===== config.mk =====
export PLATFORM = sky130hd
export DESIGN_NAME = flash_resp_tx
export DESIGN_NICKNAME = d
export VERILOG_FILES = /design/src/rtl/flash_resp_tx.sv
export SDC_FILE = /design/constraint.sdc
export NUM_CORES = 1
export LEC_CHECK = 0
export CORE_ASPECT_RATIO = 1.5
export CORE_MARGIN = 10
export CORE_UTILIZATION = 45
export DETAILED_ROUTE_END_ITERATION = 10
export MAX_ROUTING_LAYER = met4
export PLACE_DENSITY = 0.71
export SYNTH_ARGS = -nofsm -noshare
export SYNTH_HDL_FRONTEND = slang
export SYNTH_SLANG_ARGS = --single-unit

===== constraint.sdc =====
create_clock -name sys_clk -period 2.7 [get_ports sys_clk]
set_input_delay 0.405 -clock sys_clk [delete_from_list [all_inputs] [get_ports sys_clk]]
set_output_delay 0.405 -clock sys_clk [all_outputs]
set_load 0.02 [all_outputs]

===== src/rtl/flash_resp_tx.sv =====
// Serialises one flash read result into an ASCII reply frame for the UART TX byte interface.
// Data frame: 'D' <addr> ':' <hex digits, MS nibble first> CR LF. Error frame: "ERR" CR LF.
module flash_resp_tx #(
  parameter int unsigned DATA_W      = 16,
  parameter int unsigned ACK_TIMEOUT = 1023,
  parameter int unsigned CNT_W       = 10
) (
  input  logic              sys_clk,
  input  logic              sys_rst_n,
  input  logic              rd_valid,
  input  logic              rd_err,
  input  logic [7:0]        rd_addr,
  input  logic [DATA_W-1:0] rd_data,
  input  logic              tx_busy,
  output logic              tx_start,
  output logic [7:0]        tx_byte,
  output logic              resp_busy,
  output logic              resp_done,
  output logic              drop_err
);

  localparam int unsigned NIBBLES = DATA_W / 4;
  localparam int unsigned IDX_W   = 5;

  typedef enum logic [2:0] {StIdle, StSend, StWaitHi, StWaitLo, StNext} state_e;

  state_e            state_q;
  logic [IDX_W-1:0]  idx_q;
  logic [CNT_W-1:0]  cnt_q;
  logic              err_q;
  logic [7:0]        addr_q;
  logic [DATA_W-1:0] data_q;
  logic [7:0]        tx_byte_q;
  logic [IDX_W-1:0]  last_idx;

  function automatic logic [7:0] hex_char(input logic [3:0] n);
    return (n < 4'd10) ? (8'h30 + {4'h0, n}) : (8'h37 + {4'h0, n});
  endfunction

  function automatic logic [7:0] frame_byte(input logic              err,
                                            input logic [7:0]        addr,
                                            input logic [DATA_W-1:0] data,
                                            input logic [IDX_W-1:0]  idx);
    logic [DATA_W-1:0] sh;
    int unsigned       i;
    logic [7:0]        b;
    i  = 32'(idx);
    sh = '0;
    b  = 8'h0A;
    if (err) begin
      case (i)
        0:       b = 8'h45;
        1, 2:    b = 8'h52;
        3:       b = 8'h0D;
        default: b = 8'h0A;
      endcase
    end else if (i == 0) begin
      b = 8'h44;
    end else if (i == 1) begin
      b = addr;
    end else if (i == 2) begin
      b = 8'h3A;
    end else if (i < NIBBLES + 3) begin
      // Index 3 carries the most significant nibble.
      sh = data >> (4 * (NIBBLES + 2 - i));
      b  = hex_char(sh[3:0]);
    end else if (i == NIBBLES + 3) begin
      b = 8'h0D;
    end
    return b;
  endfunction

  assign last_idx  = err_q ? IDX_W'(4) : IDX_W'(NIBBLES + 4);
  assign resp_busy = (state_q != StIdle);
  // Combinational so the first byte can start the cycle after capture.
  assign tx_start  = (state_q == StSend) && !tx_busy;
  // NEXT still counts as busy, so a coincident rd_valid is dropped.
  assign resp_done = (state_q == StNext) && (idx_q == last_idx);
  assign drop_err  = rd_valid && resp_busy;
  assign tx_byte   = tx_byte_q;

  always_ff @(posedge sys_clk or negedge sys_rst_n) begin
    if (!sys_rst_n) begin
      state_q   <= StIdle;
      idx_q     <= '0;
      cnt_q     <= '0;
      err_q     <= 1'b0;
      addr_q    <= '0;
      data_q    <= '0;
      tx_byte_q <= '0;
    end else begin
      case (state_q)
        StIdle: begin
          if (rd_valid) begin
            err_q     <= rd_err;
            addr_q    <= rd_addr;
            data_q    <= rd_data;
            idx_q     <= '0;
            tx_byte_q <= frame_byte(rd_err, rd_addr, rd_data, '0);
            state_q   <= StSend;
          end
        end
        StSend: begin
          if (!tx_busy) begin
            cnt_q   <= '0;
            state_q <= StWaitHi;
          end
        end
        StWaitHi: begin
          if (tx_busy) begin
            state_q <= StWaitLo;
          end else if (cnt_q == CNT_W'(ACK_TIMEOUT)) begin
            state_q <= StNext;
          end else begin
            cnt_q <= cnt_q + 1'b1;
          end
        end
        StWaitLo: begin
          if (!tx_busy) begin
            state_q <= StNext;
          end
        end
        StNext: begin
          if (idx_q == last_idx) begin
            state_q <= StIdle;
          end else begin
            idx_q     <= idx_q + 1'b1;
            tx_byte_q <= frame_byte(err_q, addr_q, data_q, idx_q + 1'b1);
            state_q   <= StSend;
          end
        end
        default: state_q <= StIdle;
      endcase
    end
  end

endmodule


; ---- Word level (Yosys, flattened, before mapping)
; Cells that the tools add are included.
[totals]
output_inout_bits = 12
elab_cells = 73
register_bits = 51
[op_classes]
shift = 1
n_addsub = 5
eq_ne = 17
n_reduce_logical = 14
magnitude_cmp = 2
mux = 27
[op_table]
columns = operator, count
row1 = $mux 8, 5
row2 = $shr 16x32->4, 1
row3 = $mux 10, 3
row4 = $mux 7, 3
row5 = $pmux 7 s3, 1
row6 = $pmux 10 s2, 1
row7 = $mux 3, 6
row8 = $pmux 8 s2, 1
row9 = $pmux 3 s5, 1
row10 = $add 6x4->7 const A, 2
row11 = $ne 2x2->1 const B, 6
row12 = $add 10x1->10 const B, 1
row13 = $eq 10x10->1 const B, 1
row14 = $eq 5x2->1 const B, 2
row15 = $mux 5, 2
row16 = $pmux 5 s2, 1
row17 = $reduce_and 4->1, 2
row18 = $eq 3x2->1 const B, 2
row19 = $sub 3x5->6 const A, 1
row20 = $add 5x1->5 const B, 1
row21 = $eq 5x1->1 const B, 1
row22 = $eq 5x3->1 const B, 1
row23 = $eq 5x4->1, 1
row24 = $logic_not 5->1, 1
row25 = 15 further kinds, 19

; ---- Logic depth before layout (Yosys ltp)
[depth]
ltp_word = 12
mapped_depth = 14
depth_no_buf = 11

; ---- Worst setup path before layout
; OpenSTA, ideal clock, no wires.
[synth_timing]
kind = flip-flop to flip-flop
start = reg idx_q[0]
end = reg tx_byte_q[2] (netlist: tx_byte[2])
arrival_time_ps = 2748
setup_time_ps = 129
period_less_slack_ps = 2878
t_required_ps = 2571
slack_ps = -178
n_path_buf = 3
stages_incl_launch_ff = 15
cell_sequence = dfrtp_1 buf_2 buf_2 inv_1 ha_1 or2_1 buf_2 mux4_2 nor2b_1 nand3_1 ha_1 nand2_1 mux2_2 a221oi_2 a211oi_1
[synth_via]
elab_chain_cells = 12
[synth_lines]
columns = element, line_no
row1 = "start, declared", 28  ; logic [IDX_W-1:0] idx_q;
row2 = "start signal, assigned", 127  ; idx_q <= idx_q + 1'b1;
row3 = $add 5x1->5, 128  ; tx_byte_q <= frame_byte(err_q, addr_q, data_q, idx_q + 1'b1);
row4 = $sub 3x5->6, 65  ; sh = data >> (4 * (NIBBLES + 2 - i));
row5 = $shr 16x32->4, 65
row6 = $add 6x4->7 / $lt 4x4->1 (equally long branches), 37  ; return (n < 4'd10) ? (8'h30 + {4'h0, n}) : (8'h37 + {4'h0, n});
row7 = $mux 7, 37
row8 = $mux 7, 63  ; end else if (i < NIBBLES + 3) begin
row9 = $mux 7, 61  ; end else if (i == 2) begin
row10 = $mux 8, 59  ; end else if (i == 1) begin
row11 = $mux 8, 57  ; end else if (i == 0) begin
row12 = $mux 8, 50  ; if (err) begin
row13 = $mux 8, 124  ; if (idx_q == last_idx) begin
row14 = $pmux 8 s2, 92  ; case (state_q)
row15 = "end signal, assigned", 99  ; tx_byte_q <= frame_byte(rd_err, rd_addr, rd_data, '0);
row16 = "end signal, assigned", 128
row17 = "end, declared", 33  ; logic [7:0] tx_byte_q;
; Several ways; a longest one is shown, not always the timed one. The select of a mux whose other input is x is not followed.
; A chain may end at the register's enable or synchronous reset.

; ---- Worst setup path after layout
; Same ends and word-level chain as after synthesis.

==> impl_summary.log <==
[metrics] number of buffers inserted by hold repair at cts: 0
[metrics] instance count of the mapped netlist: 327
[metrics] number of flops mapped to enable cells by yosys: 0
[metrics] Synth warnings: 0
[metrics] final estimated routing congestion in global placement: 0.950
[metrics] Worst Path Arrival: 2.71 ns
[metrics] initial antenna violation count: 0
[metrics] IO Pins: 41
[metrics] CTS tree: yes
[metrics] CORE AREA: slightly above 6000 sq um
[metrics] final critical path time including I/O delays and setup: approximately 2.5 ns
[metrics] power per standard cell area: 943 nW/um^2
[metrics] maximum fanout along the worst path: 8
[metrics] first-pass GRT wire length: 12000 microns
[metrics] critical path data required time: 2.89 ns
[metrics] post-synth design cell area: 2870 sq um
[metrics] sequential area share after synthesis: 44.5%
[metrics] antenna violation net count after detailed routing: 0
[metrics] DR pass1 iterations: 4
[metrics] total CTS buffers: 5
[metrics] sort of element at the end of the critical path: flip-flop
[metrics] total placed cells including tap cells: 441
[metrics] post-synthesis net count: 364
[metrics] smallest setup slack after layout: 0.179 ns
[metrics] library cells used by synthesis: between 50 and 60
[metrics] number of DRC markers after the initial detailed-route iteration: roughly 140
[metrics] Vias per Instance: 5.45
[metrics] setup repair after global routing missed its margin: true
[metrics] number of fill cells in the layout: 569
[metrics] max-slew headroom at the worst pin: roughly 57%
[metrics] Hold/Removal Path Class: primary input to asynchronous set/reset pin
[metrics] layout cells sized above 1: 11.9%
[metrics] area delta synth->final: 22.8%
[metrics] WL final: 6850 microns
[metrics] cell leakage power: 1.62 nW
[metrics] type of the worst setup path: flip-flop to flip-flop
[metrics] fraction of registers with async set/reset: 100%
[metrics] worst flop-to-flop path endpoint: tx_byte[2]
[metrics] Clock transition at path regs: roughly 0.090 ns
[metrics] total setup violations reported at the end of the flow: 0
[metrics] Final Slew Violations: 0
[metrics] vias in the first global route: ~2600
[metrics] largest cells by area after synthesis: sky130_fd_sc_hd__dfrtp_1 44%, sky130_fd_sc_hd__nand2_1 12%, sky130_fd_sc_hd__ha_1 3.5%, sky130_fd_sc_hd__o21ai_0 3.5%, sky130_fd_sc_hd__mux4_2 3.1%
[metrics] number of buffers on the longest clock path: 2
[metrics] count of standard-cell rows: 35
[metrics] top cell type by total area after synthesis: sky130_fd_sc_hd__dfrtp_1
[metrics] startpoint of the worst register-to-register path: idx_q[0]
[metrics] Detailed Place HPWL: around 5300 microns
[metrics] Max Freq: between 300 and 400 MHz
[metrics] root buf cell: sky130_fd_sc_hd__clkbuf_8
[metrics] most common cell after layout, fill and taps aside: sky130_fd_sc_hd__nand2_1
[metrics] final setup skew: between 0.008 and 0.009 ns
[metrics] result of the run: completed
[metrics] area of the die: 10000 sq um
[metrics] n_diodes: 0
[metrics] DRC Markers: 0
[metrics] fin crit share: 93.4%
[metrics] proportion of netlist area held by the largest area contributor: roughly 44%
[metrics] worst setup slack before clock tree synthesis: 0.0931 ns
[metrics] post-synthesis register bit count: 51
[metrics] CTS sink cnt: 51
[metrics] global route overflow: 0
[metrics] count of cells along the worst register-to-register path: 11
[metrics] pin count of the biggest net entering global routing: 52
[metrics] number of buffers inserted by port buffering: 40
[metrics] non-filler cells, final: 451
[metrics] detailed-route via count: 2456
[metrics] commonest cells after routing, fill and taps aside: 90 x sky130_fd_sc_hd__nand2_1, 50 x sky130_fd_sc_hd__dfrtp_1, 38 x sky130_fd_sc_hd__clkdlybuf4s50_1
[metrics] global-route usage over all layers: 14.4%
[metrics] Max-cap violations: 0
[metrics] Clk Latency, worst-skew pair: 0.30 ns
[metrics] kind of start point of the critical path: flip-flop
[metrics] Avg WL per Cell: roughly 15 microns
[metrics] Most used DFF post-synth: sky130_fd_sc_hd__dfrtp_1
[metrics] Worst-Margin Slew: 0.650 ns
[metrics] maximum level of the CTS H-tree: 2
[metrics] # nets final: 413
[metrics] Die Span X: approximately 85 microns
[metrics] die height: 118 microns
[metrics] slack of the worst reg-to-reg path: 0.18 ns
[metrics] number of endpoints with negative hold slack in the final report: 0
[metrics] highest ir drop seen on vdd: 0.489 mV
[metrics] initial cell density of the core: 46.5%
[metrics] mean instance size in the synthesized netlist: 8.78 sq um
registers in the layout (all words and copies together), names as in the netlist:
| name | cells |
|---|---|
| addr_q | 8 |
| cnt_q | 10 |
| data_q | 16 |
| err_q | 1 |
| idx_q | 5 |
| state_q | 3 |
| tx_byte | 8 |
worst max-delay path by stage:
stage	from	end	slack, ns	cells past startpoint
2_1_floorplan	idx_q[0]	tx_byte[2]	0.02	14
3_3_place_gp	idx_q[0]	tx_byte[0]	0.18	9
3_5_place_dp	tx_busy	cnt_q[9]	0.09	6
4_1_cts	idx_q[0]	resp_done	0.06	7
5_1_grt	idx_q[0]	tx_byte[2]	-0.02	11
6_report	idx_q[0]	tx_byte[2]	0.18	11
worst max-delay path: stages (launching register included):
cell and delay, ns:
sky130_fd_sc_hd__dfrtp_2 0.44, sky130_fd_sc_hd__inv_1 0.08, sky130_fd_sc_hd__ha_2 0.22, sky130_fd_sc_hd__or2_1 0.24
sky130_fd_sc_hd__buf_4 0.17, sky130_fd_sc_hd__mux4_2 0.28, sky130_fd_sc_hd__nand2_1 0.07, sky130_fd_sc_hd__ha_1 0.21
sky130_fd_sc_hd__nand2_1 0.07, sky130_fd_sc_hd__mux2_2 0.34, sky130_fd_sc_hd__a221oi_2 0.22, sky130_fd_sc_hd__a211oi_1 0.07
power by group:
group	switching (mW)	internal [mW]	total, mW
registers	0.214	1.03	1.25
logic	0.899	0.756	1.66
clock network	0.239	0.182	0.421
total	1.35	1.97	3.32
cell usage after synthesis (2+ instances only):
library cell / count
sky130_fd_sc_hd__nand2_1: 90
sky130_fd_sc_hd__xor2_1: 5
sky130_fd_sc_hd__o31ai_1: 2
sky130_fd_sc_hd__a21oi_1: 17
sky130_fd_sc_hd__inv_1: 10
sky130_fd_sc_hd__dfrtp_1: 51
sky130_fd_sc_hd__xnor2_1: 4
sky130_fd_sc_hd__and2_1: 3
sky130_fd_sc_hd__a211oi_1: 4
sky130_fd_sc_hd__nand4_1: 2
sky130_fd_sc_hd__o221ai_1: 2
sky130_fd_sc_hd__mux4_2: 4
sky130_fd_sc_hd__nand2b_1: 3
sky130_fd_sc_hd__nor3_1: 3
sky130_fd_sc_hd__clkbuf_1: 11
sky130_fd_sc_hd__buf_2: 6
sky130_fd_sc_hd__nor4b_1: 2
sky130_fd_sc_hd__a21boi_0: 2
sky130_fd_sc_hd__and3_1: 3
sky130_fd_sc_hd__a31o_2: 2
sky130_fd_sc_hd__o21ai_0: 20
sky130_fd_sc_hd__nor3b_1: 2
sky130_fd_sc_hd__a311o_1: 2
sky130_fd_sc_hd__ha_1: 8
sky130_fd_sc_hd__or3_1: 4
sky130_fd_sc_hd__mux2_2: 2
sky130_fd_sc_hd__nor2_1: 21
sky130_fd_sc_hd__nor2b_1: 4
sky130_fd_sc_hd__a31oi_1: 4
sky130_fd_sc_hd__nand3_1: 12
cell families after synthesis:
kind of cell,count (synthesis),share of synthesized area [%]
AO/OA/AOI/OAI,69,16.5
multiplexers,6,3.92
buffers and inverters,28,4.18
AND/OR/NAND/NOR,156,24.7
flip-flops,51,44.5
XOR/XNOR,9,2.75
adder cells (fa/ha/maj),8,3.49
repair_timing:
item / CTS / global route
gates resized for setup: 0 / 3
endpoints found under the setup margin: 0 / 3
buffers inserted: 0 / 2
per-stage QoR:
stage | total power [mW] | area, sq um | setup TNS [ns] | hold slack (ns) | util [%]
after global routing | 3.61 | 3520 | -0.0222 | 0.253 | 57.1
after CTS | 3.32 | 3500 | 0 | 0.235 | 56.7
after detailed placement | 2.89 | 3420 | 0 | 0.461 | 55.4
after global placement | 2.87 | 3420 | 0 | 0.457 | 55.4
final | 3.32 | 3520 | 0 | 0.200 | 57.1
after floorplan | 2.33 | 2890 | 0 | 0.109 | -
cell type report:
class	count	area, sq um	share of cell area (%)
Clock buffer	7	76.3	2.17
Timing Repair Buffer	60	548	15.5
Tap cell	74	92.6	2.63
Clock inverter	1	5.00	0.142
Sequential cell	51	1280	36.2
Inverter	10	37.5	1.06
Multi-Input combinational cell	248	1490	42.2
layer usage:
layer / part of all wire, % / GRT usage [%] / up-vias
met5: 0 / - / -
met4: 2.7 / 5.27 / 0
met3: 2.7 / 2.29 / 14
met2: 56 / 26.1 / 47
met1: 39 / 15.0 / 1171
li1: - / - / 1224
Note: power is estimated with default switching activity, not from simulation.
